==> src/rtl/pqp_multiciclo.sv <==
// pqp_multiciclo: multi-cycle PQP core with one shared memory port.
// FETCH -> DECODE -> EXEC -> (MEM) -> (WB) -> FETCH, plus absorbing HALT.
// Every memory access is a held request that completes on i_MemReady.
module pqp_multiciclo #(
    parameter int              DATA_W   = 32,
    parameter int              ADDR_W   = 32,
    parameter int              NUM_REGS = 16,
    parameter logic [ADDR_W-1:0] RESET_PC = '0
) (
    input  logic              i_Clk,
    input  logic              i_Rst,
    output logic              o_MemReq,
    output logic              o_MemWe,
    output logic [ADDR_W-1:0] o_MemAddr,
    output logic [DATA_W-1:0] o_MemWData,
    input  logic [DATA_W-1:0] i_MemRData,
    input  logic              i_MemReady,
    output logic [ADDR_W-1:0] o_Pc,
    output logic              o_Halted,
    output logic              o_Illegal
);

    localparam logic [7:0] OP_NOP  = 8'h00;
    localparam logic [7:0] OP_ADD  = 8'h01;
    localparam logic [7:0] OP_SUB  = 8'h02;
    localparam logic [7:0] OP_AND  = 8'h03;
    localparam logic [7:0] OP_OR   = 8'h04;
    localparam logic [7:0] OP_ADDI = 8'h05;
    localparam logic [7:0] OP_LW   = 8'h06;
    localparam logic [7:0] OP_SW   = 8'h07;
    localparam logic [7:0] OP_BEQ  = 8'h08;
    localparam logic [7:0] OP_JMP  = 8'h09;
    localparam logic [7:0] OP_HALT = 8'hFF;

    typedef enum logic [2:0] {
        S_FETCH, S_DECODE, S_EXEC, S_MEM, S_WB, S_HALT
    } state_t;

    state_t            state;
    logic [ADDR_W-1:0] pc_q;
    logic [31:0]       ir_q;
    logic [DATA_W-1:0] a_q, b_q, res_q, mdr_q;
    logic [DATA_W-1:0] rf [NUM_REGS];
    logic              req_q, we_q, halted_q, illegal_q;
    logic [ADDR_W-1:0] addr_q;
    logic [DATA_W-1:0] wdata_q;

    logic [7:0]        opcode;
    logic [3:0]        ra, rb;
    logic [DATA_W-1:0] imm_d;
    logic [ADDR_W-1:0] imm_a;
    logic [ADDR_W-1:0] pc_inc, br_tgt;
    logic [DATA_W-1:0] ra_val, rb_val, alu_res, wb_val;

    assign opcode = ir_q[31:24];
    assign ra     = ir_q[23:20];
    assign rb     = ir_q[19:16];
    assign imm_d  = {{(DATA_W-16){ir_q[15]}}, ir_q[15:0]};
    assign imm_a  = {{(ADDR_W-16){ir_q[15]}}, ir_q[15:0]};
    assign pc_inc = pc_q + ADDR_W'(4);
    // pc_q already holds PC+4 once the fetch has been accepted
    assign br_tgt = pc_q + (imm_a << 2);
    assign wb_val = (opcode == OP_LW) ? mdr_q : res_q;

    // Request is a pure state register, but is squashed while reset is high
    // so nothing can complete on the reset edge.
    assign o_MemReq   = req_q & ~i_Rst;
    assign o_MemWe    = we_q;
    assign o_MemAddr  = addr_q;
    assign o_MemWData = wdata_q;
    assign o_Pc       = pc_q;
    assign o_Halted   = halted_q;
    assign o_Illegal  = illegal_q;

    // Register file read: r0 and out-of-range indices read as zero
    always_comb begin
        ra_val = '0;
        rb_val = '0;
        if (ra != 4'd0 && 32'(ra) < NUM_REGS) ra_val = rf[ra];
        if (rb != 4'd0 && 32'(rb) < NUM_REGS) rb_val = rf[rb];
    end

    // ALU result, also used as the LW/SW effective address
    always_comb begin
        alu_res = a_q;
        case (opcode)
            OP_ADD:       alu_res = a_q + b_q;
            OP_SUB:       alu_res = a_q - b_q;
            OP_AND:       alu_res = a_q & b_q;
            OP_OR:        alu_res = a_q | b_q;
            OP_ADDI:      alu_res = a_q + imm_d;
            OP_LW, OP_SW: alu_res = b_q + imm_d;
            default:      ;
        endcase
    end

    // Control FSM, datapath registers and registered memory-port outputs
    always_ff @(posedge i_Clk) begin
        if (i_Rst) begin
            state     <= S_FETCH;
            pc_q      <= RESET_PC;
            ir_q      <= '0;
            a_q       <= '0;
            b_q       <= '0;
            res_q     <= '0;
            mdr_q     <= '0;
            for (int i = 0; i < NUM_REGS; i++) rf[i] <= '0;
            req_q     <= 1'b1;
            we_q      <= 1'b0;
            addr_q    <= RESET_PC;
            wdata_q   <= '0;
            halted_q  <= 1'b0;
            illegal_q <= 1'b0;
        end else begin
            case (state)
                S_FETCH: begin
                    if (i_MemReady) begin
                        ir_q  <= i_MemRData[31:0];
                        pc_q  <= pc_inc;
                        req_q <= 1'b0;
                        state <= S_DECODE;
                    end
                end
                S_DECODE: begin
                    a_q <= ra_val;
                    b_q <= rb_val;
                    case (opcode)
                        OP_HALT: begin
                            halted_q <= 1'b1;
                            state    <= S_HALT;
                        end
                        OP_NOP, OP_ADD, OP_SUB, OP_AND, OP_OR, OP_ADDI,
                        OP_LW, OP_SW, OP_BEQ, OP_JMP:
                            state <= S_EXEC;
                        default: begin
                            halted_q  <= 1'b1;
                            illegal_q <= 1'b1;
                            state     <= S_HALT;
                        end
                    endcase
                end
                S_EXEC: begin
                    res_q <= alu_res;
                    case (opcode)
                        OP_ADD, OP_SUB, OP_AND, OP_OR, OP_ADDI:
                            state <= S_WB;
                        OP_LW, OP_SW: begin
                            req_q   <= 1'b1;
                            we_q    <= (opcode == OP_SW);
                            addr_q  <= alu_res[ADDR_W-1:0];
                            wdata_q <= a_q;
                            state   <= S_MEM;
                        end
                        OP_JMP: begin
                            pc_q   <= br_tgt;
                            req_q  <= 1'b1;
                            addr_q <= br_tgt;
                            state  <= S_FETCH;
                        end
                        OP_BEQ: begin
                            if (a_q == b_q) begin
                                pc_q   <= br_tgt;
                                addr_q <= br_tgt;
                            end else begin
                                addr_q <= pc_q;
                            end
                            req_q <= 1'b1;
                            state <= S_FETCH;
                        end
                        default: begin
                            req_q  <= 1'b1;
                            addr_q <= pc_q;
                            state  <= S_FETCH;
                        end
                    endcase
                end
                S_MEM: begin
                    if (i_MemReady) begin
                        if (we_q) begin
                            we_q   <= 1'b0;
                            addr_q <= pc_q;
                            state  <= S_FETCH;
                        end else begin
                            req_q <= 1'b0;
                            mdr_q <= i_MemRData;
                            state <= S_WB;
                        end
                    end
                end
                S_WB: begin
                    if (ra != 4'd0 && 32'(ra) < NUM_REGS) rf[ra] <= wb_val;
                    req_q  <= 1'b1;
                    addr_q <= pc_q;
                    state  <= S_FETCH;
                end
                default: ; // S_HALT: frozen until reset
            endcase
        end
    end

endmodule

==> config.mk <==
export PLATFORM = sky130hd
export DESIGN_NAME = pqp_multiciclo
export DESIGN_NICKNAME = d
export VERILOG_FILES = /design/src/rtl/pqp_multiciclo.sv
export SDC_FILE = /design/constraint.sdc
export NUM_CORES = 2
export LEC_CHECK = 0
export CORE_MARGIN = 5
export CORE_UTILIZATION = 45
export DETAILED_ROUTE_END_ITERATION = 16
export GPL_ROUTABILITY_DRIVEN = 0
export SKIP_LAST_GASP = 1
export SYNTH_ARGS = -nofsm -noshare
export SYNTH_HDL_FRONTEND = slang
export SYNTH_SLANG_ARGS = --single-unit
==> constraint.sdc <==
create_clock -name i_Clk -period 5 [get_ports i_Clk]
set_input_delay 1 -clock i_Clk [delete_from_list [all_inputs] [get_ports i_Clk]]
set_output_delay 1 -clock i_Clk [all_outputs]
set_load 0.02 [all_outputs]
* After elaboration in Yosys (flattened, before gate mapping)
Memories as Yosys holds them, arrays and structs flattened. A register that Yosys moved wholly into a read port is not among the register bits.
Index checks and enable logic that the tools add are counted.
** Cells by class
- Add/sub/neg operators :: 6
- Equal/unequal tests :: 22
- Multiplexer cells :: 38
- Bitwise operators :: 7
- Reductions and logical operators :: 24
** Operators with widths (count)
- $mux 32 :: 8
- $pmux 32 s6 :: 1
- $add 32x32->32 :: 4
- $pmux 32 s2 :: 2
- $pmux 32 s4 :: 1
- $pmux 32 s3 :: 1
- $add 32x3->32 const B :: 1
- $and 32x32->32 :: 1
- $eq 32x32->1 :: 1
- $eq 8x3->1 const B :: 4
- $or 32x32->32 :: 1
- $reduce_or 32->1 :: 1
- $sub 32x32->32 :: 1
- $mux 4 :: 5
- $eq 8x2->1 const B :: 2
- $eq 8x4->1 const B :: 2
- $pmux 3 s5 :: 1
- $mux 1 :: 12
- $mux 3 :: 4
- $reduce_and 3->1 :: 4
- $reduce_bool 4->1 :: 3
- $reduce_or 11->1 :: 1
- $ne 2x2->1 const B :: 5
- $reduce_or 10->1 :: 1
- 22 further kinds :: 30
** Storage, ports and cells
- Register bits :: 263
- Bits in writable memories :: 512
- Input port bits :: 35
- Output and inout port bits :: 100
- Logic and storage cells :: 111
- Memories kept :: 1
** Memories
- rf :: words 16, width 32, rd ports 2, clocked after memory_dff 2, wr ports 16, RTL line 43 : logic [DATA_W-1:0] rf [NUM_REGS];

* Longest topological paths before layout
- Depth after elaboration :: 7
- Mapped depth :: 21
- Depth with buffers taken out :: 18

* Worst setup path after synthesis
OpenSTA, ideal clock, no wires.
- Path kind :: reg-to-reg
- From :: register ir_q[31]
- To :: register addr_q[30] (netlist: o_MemAddr[30])
- Library setup time :: 77 ps
- Arrival time :: 4549 ps
- Required time :: 4923 ps
- Path slack :: 374 ps
- Cell stages (with the launch flop) :: 22
- Buffers on the path :: 3
- Period minus slack after synthesis :: 4626 ps
- Cells stage by stage :: dfxtp_1 -> nor4_1 -> and3_1 -> buf_2 -> and2_1 -> clkbuf_1 -> clkbuf_1 -> nand2_1 -> o21ai_0 -> ha_1 -> inv_1 -> fa_1 -> nor2b_1 -> o2111ai_1 -> a311o_1 -> a21oi_1 -> a41oi_1 -> o31ai_1 -> xor2_1 -> nand2_1 -> a211o_1 -> a41oi_2
** On the way
- Cells in the longest elaborated chain, start to end :: 5
- Elaborated cells between the ends (all ways) :: 16
- Those cells by class :: eq/ne (10); mux (3); reduce/logical (3)
** Ends and longest elaborated chain
- start: declaration :: RTL line 41 : logic [31:0] ir_q;
- start signal: assignment :: RTL line 118 : ir_q <= i_MemRData[31:0];
- $eq 8x3->1 :: RTL line 86, 144
- $reduce_or 2->1 :: RTL line 86, 144
- $pmux 32 s6 :: RTL line 86 : case (opcode)
- $pmux 32 s4 :: RTL line 144 : case (opcode)
- $pmux 32 s3 :: RTL line 115 : case (state)
- end signal: assignment :: RTL line 150 : addr_q <= alu_res[ADDR_W-1:0];
- end signal: assignment :: RTL line 157 : addr_q <= br_tgt;
- end signal: assignment :: RTL line 163 : addr_q <= br_tgt;
- end: declaration :: RTL line 45 : logic [ADDR_W-1:0] addr_q;
Several ways; a longest one is shown, not always the timed one.
A chain may end at the register's enable or synchronous reset.

* Worst setup path in the final report
- From :: register ir_q[31]
- To :: register addr_q[19] (netlist: o_MemAddr[19])
Same word-level chain as after synthesis.

==> impl_metrics.json <==
{
  "period_minus_slack_ns": 4.73,
  "hpwl_microns": 111000,
  "drc": 0,
  "worstHoldStart": "o_MemWData[12]$_SDFFE_PP0P_",
  "hold_buffers": 0,
  "ctsResizeCount": 0,
  "coreArea_sq_mm": 0.100,
  "firstDrtPassIters": 9,
  "initial_utilization_pct": 45.4,
  "irDropWorstVdd_uv": 248,
  "root_buffer": "clkbuf_16",
  "finClkSkew_ns": 0.0363,
  "total_power_mw": 18.6,
  "post_cts_buffers": 0,
  "synth-main-ff-cell": "edfxtp_1",
  "final_cells": 5871,
  "relSlewSlack_pct": 12.7,
  "clkLatencyLatePin_ns": 0.69,
  "overflow": 0,
  "tightestPinTransition_ns": 1.27,
  "synth_top_area_share_pct": 33.7,
  "cts_made_buffers": 87,
  "final_util_pct": 51.7,
  "final_nets": 4645,
  "grt_use_met1_pct": 41.6,
  "synth.avg_cell_area_sq_um": 10.4,
  "clk_path_buf_depth": 3,
  "finalHoldWorstSlack_ns": 0.450,
  "setup_ws_ns": 0.272,
  "max_stage_delay_ns": 0.60,
  "grt.busiest_layer": "met2",
  "ant_nets": 0,
  "h-tree-depth": 3,
  "hold_depth": 2,
  "pin_count": 135,
  "power.density_mw_per_mm2": 358,
  "grt_max_degree": 127,
  "arrival_ns": 5.26,
  "drt_iter0_drc": 5321,
  "gr-usage-met3_pct": 5.89,
  "critical_path_class": "reg -> reg",
  "crit_start": "ir_q[31]$_SDFFE_PP0P_",
  "synth-warning-count": 0,
  "synth-edff-count": 512,
  "r2r-start": "ir_q[31]$_SDFFE_PP0P_",
  "grt_pass1_wl_microns": 245000,
  "synthTopCellsByCount": "nor2_1 (750), edfxtp_1 (512), nand2_1 (418), a21oi_1 (373), mux4_2 (288)",
  "vias": 38000,
  "grtUsageMet2_pct": 47.1,
  "yosysSeqAreaShare_pct": 45.6,
  "ys_async_sr_fraction_pct": 0,
  "clkPwrFrac_pct": 35.3,
  "die_area_sq_mm": 0.108,
  "p_comb_share_pct": 24.0,
  "die_w_microns": 328,
  "clk_pin_slew_ns": 0.06,
  "cap_violations": 0,
  "drive_above_1_share_pct": 14.8,
  "netSwitchingFraction_pct": 31.9,
  "drt-vias-per-instance": 6.47,
  "num_antenna_cells": 0,
  "yosysTopAreaCell": "edfxtp_1",
  "hold_class": "reg -> reg",
  "synth_cell_types": 96,
  "nFillCells": 8909,
  "rows": 116,
  "drt_wl_total_microns": 167000,
  "mappedNetlistArea_sq_mm": 0.0456,
  "r2r_end": "o_MemAddr[19]$_SDFFE_PP0P_",
  "hold_viol": 0,
  "reg2reg_depth": 17,
  "cts.sinks": 781,
  "rrSetupSlack_ns": 0.27,
  "final-setup-viol-count": 0,
  "period_share_pct": 94.6,
  "track_usage_pct": 30.4,
  "slowest_stage": "a211oi_1",
  "ys_seq_elements": 781,
  "cp_max_fo": 15,
  "status": "completed",
  "intPower_mw": 12.6,
  "yosysMostFrequentCell": "nor2_1",
  "path_cells": "nor4_1 -> buf_4 -> and3_1 -> and2_2 -> buf_4 -> nand2_1 -> o21ai_0 -> ha_1 -> a21oi_1 -> a21oi_1 -> o311ai_0 -> and3_1 -> xor2_1 -> o221ai_1 -> a211oi_1 -> o21ai_0 -> nor4b_1",
  "syn-instance-count": 4378,
  "worstSetupStartpointType": "flip-flop",
  "worstSetupEndpointType": "flip-flop",
  "pre_cts_slack_ns": 0.379,
  "wire_per_inst_microns": 28.5,
  "antenna_found_initial": 3,
  "place_inst": 5711,
  "leakagePower_nw": 17.5,
  "area_growth_pct": 13.8,
  "post-route-cell-area_sq_mm": 0.0519,
  "fmaxAchievable_mhz": 211,
  "numPortBuffers": 132,
  "min_to": "o_MemWData[12]$_SDFFE_PP0P_",
  "critPathRequiredTime_ns": 5.53,
  "power.switching_mw": 5.93,
  "fin_tns_setup_ns": 0,
  "cts_tree": "done",
  "slew_violations": 0,
  "grt_pass1_vias": 36300,
  "p_seq_share_pct": 40.7,
  "rsz0062_at_grt": "no",
  "place_area_sq_mm": 0.0490,
  "synth_area_leaders": "edfxtp_1 (34%), mux4_2 (14%), dfxtp_1 (12%), nor2_1 (6.2%), ha_1 (4.5%)",
  "die_h_microns": 328
}
[how the worst max path moves through the flow]
stage	endpoint	slack, ns
after CTS	res_q[25]$_SDFFE_PP0P_	0.32
after global routing	o_MemAddr[31]$_SDFFE_PP0P_	0.03
after detailed placement	res_q[25]$_SDFFE_PP0P_	0.38
after global placement	res_q[25]$_SDFFE_PP0P_	0.36
after floorplan	o_MemAddr[30]$_SDFFE_PP0P_	0.37
final	o_MemAddr[19]$_SDFFE_PP0P_	0.27
[area by class of cell]
| type | instances | area, sq um | area share, % |
|---|---|---|---|
| clock inverter | 44 | 472 | 0.910 |
| tap | 1357 | 1700 | 3.27 |
| clock buffer | 116 | 2400 | 4.63 |
| multi-input combinational | 3158 | 23300 | 44.9 |
| sequential | 781 | 20800 | 40.1 |
| timing repair buffer | 297 | 2790 | 5.38 |
| inverter | 118 | 443 | 0.854 |
[worst max-delay path: cells and delay by family, from the launching register on]
family                     cells  cell delay [ns]
and+or+nand+nor                6             1.41
AOI/OAI and AO/OA              7             1.91
buffers and inverters          2             0.44
xor gates and xnor gates       1             0.19
DFF                            1             0.32
adders and majority gates      1             0.31
[flip-flops by register name, summed over array words and instances, names as in the netlist, named ones only]
register    count
req_q           1
ir_q           32
state           3
rf            512
o_Pc           30
mdr_q          32
b_q            32
res_q          32
o_Illegal       1
o_MemWData     32
a_q            32
o_MemAddr      32
o_MemWe         1
o_Halted        1
[placed cells by master, fill, tap and decap left out, types with 21 or more instances in the layout]
master	instances
mux4_2	288
o21ai_0	180
mux2i_1	70
ha_1	163
o22ai_1	24
o221ai_1	25
clkbuf_16	89
inv_1	116
edfxtp_1	512
o211ai_1	30
nor4_1	31
nor2_1	746
a21o_1	39
a221o_1	21
a211oi_1	70
nand2_1	394
xnor2_1	51
a221oi_1	26
buf_4	147
a21oi_1	371
nor3_1	57
clkdlybuf4s50_1	131
a22oi_1	69
xor2_1	23
conb_1	34
nor2b_1	50
a31oi_1	32
nand2_2	24
dfxtp_1	261
o21bai_1	21
nand3_1	49
[power by group through the flow]
stage	Clock, mW	Combinational [mW]	Sequential [mW]
final	6.56	4.46	7.56
after global routing	6.90	4.70	7.59
after CTS	6.61	4.36	7.55
after detailed placement	0	4.34	7.68
after global placement	0	4.33	7.67
after floorplan	0	2.88	7.50
[cells by family (layout without fill, tap and decap cells)]
group           Yosys count  after routing  synth area share (%)
compound gates         1037           1037                  14.6
xor+xnor                 75             75                  1.44
fa+ha+maj               167            167                  4.65
buf+inv                 472            575                  4.01
flops                   781            781                  45.6
mux                     363            363                  15.9
other cells               1             34               0.00823
simple gates           1482           1482                  13.8
[per-layer routing]
layer,vias up,wire length (microns)
li1,16400,-
met1,18800,65100
met2,2339,75100
met3,451,18200
met4,4,8740
met5,-,26
(Power assumes the default switching activity.)
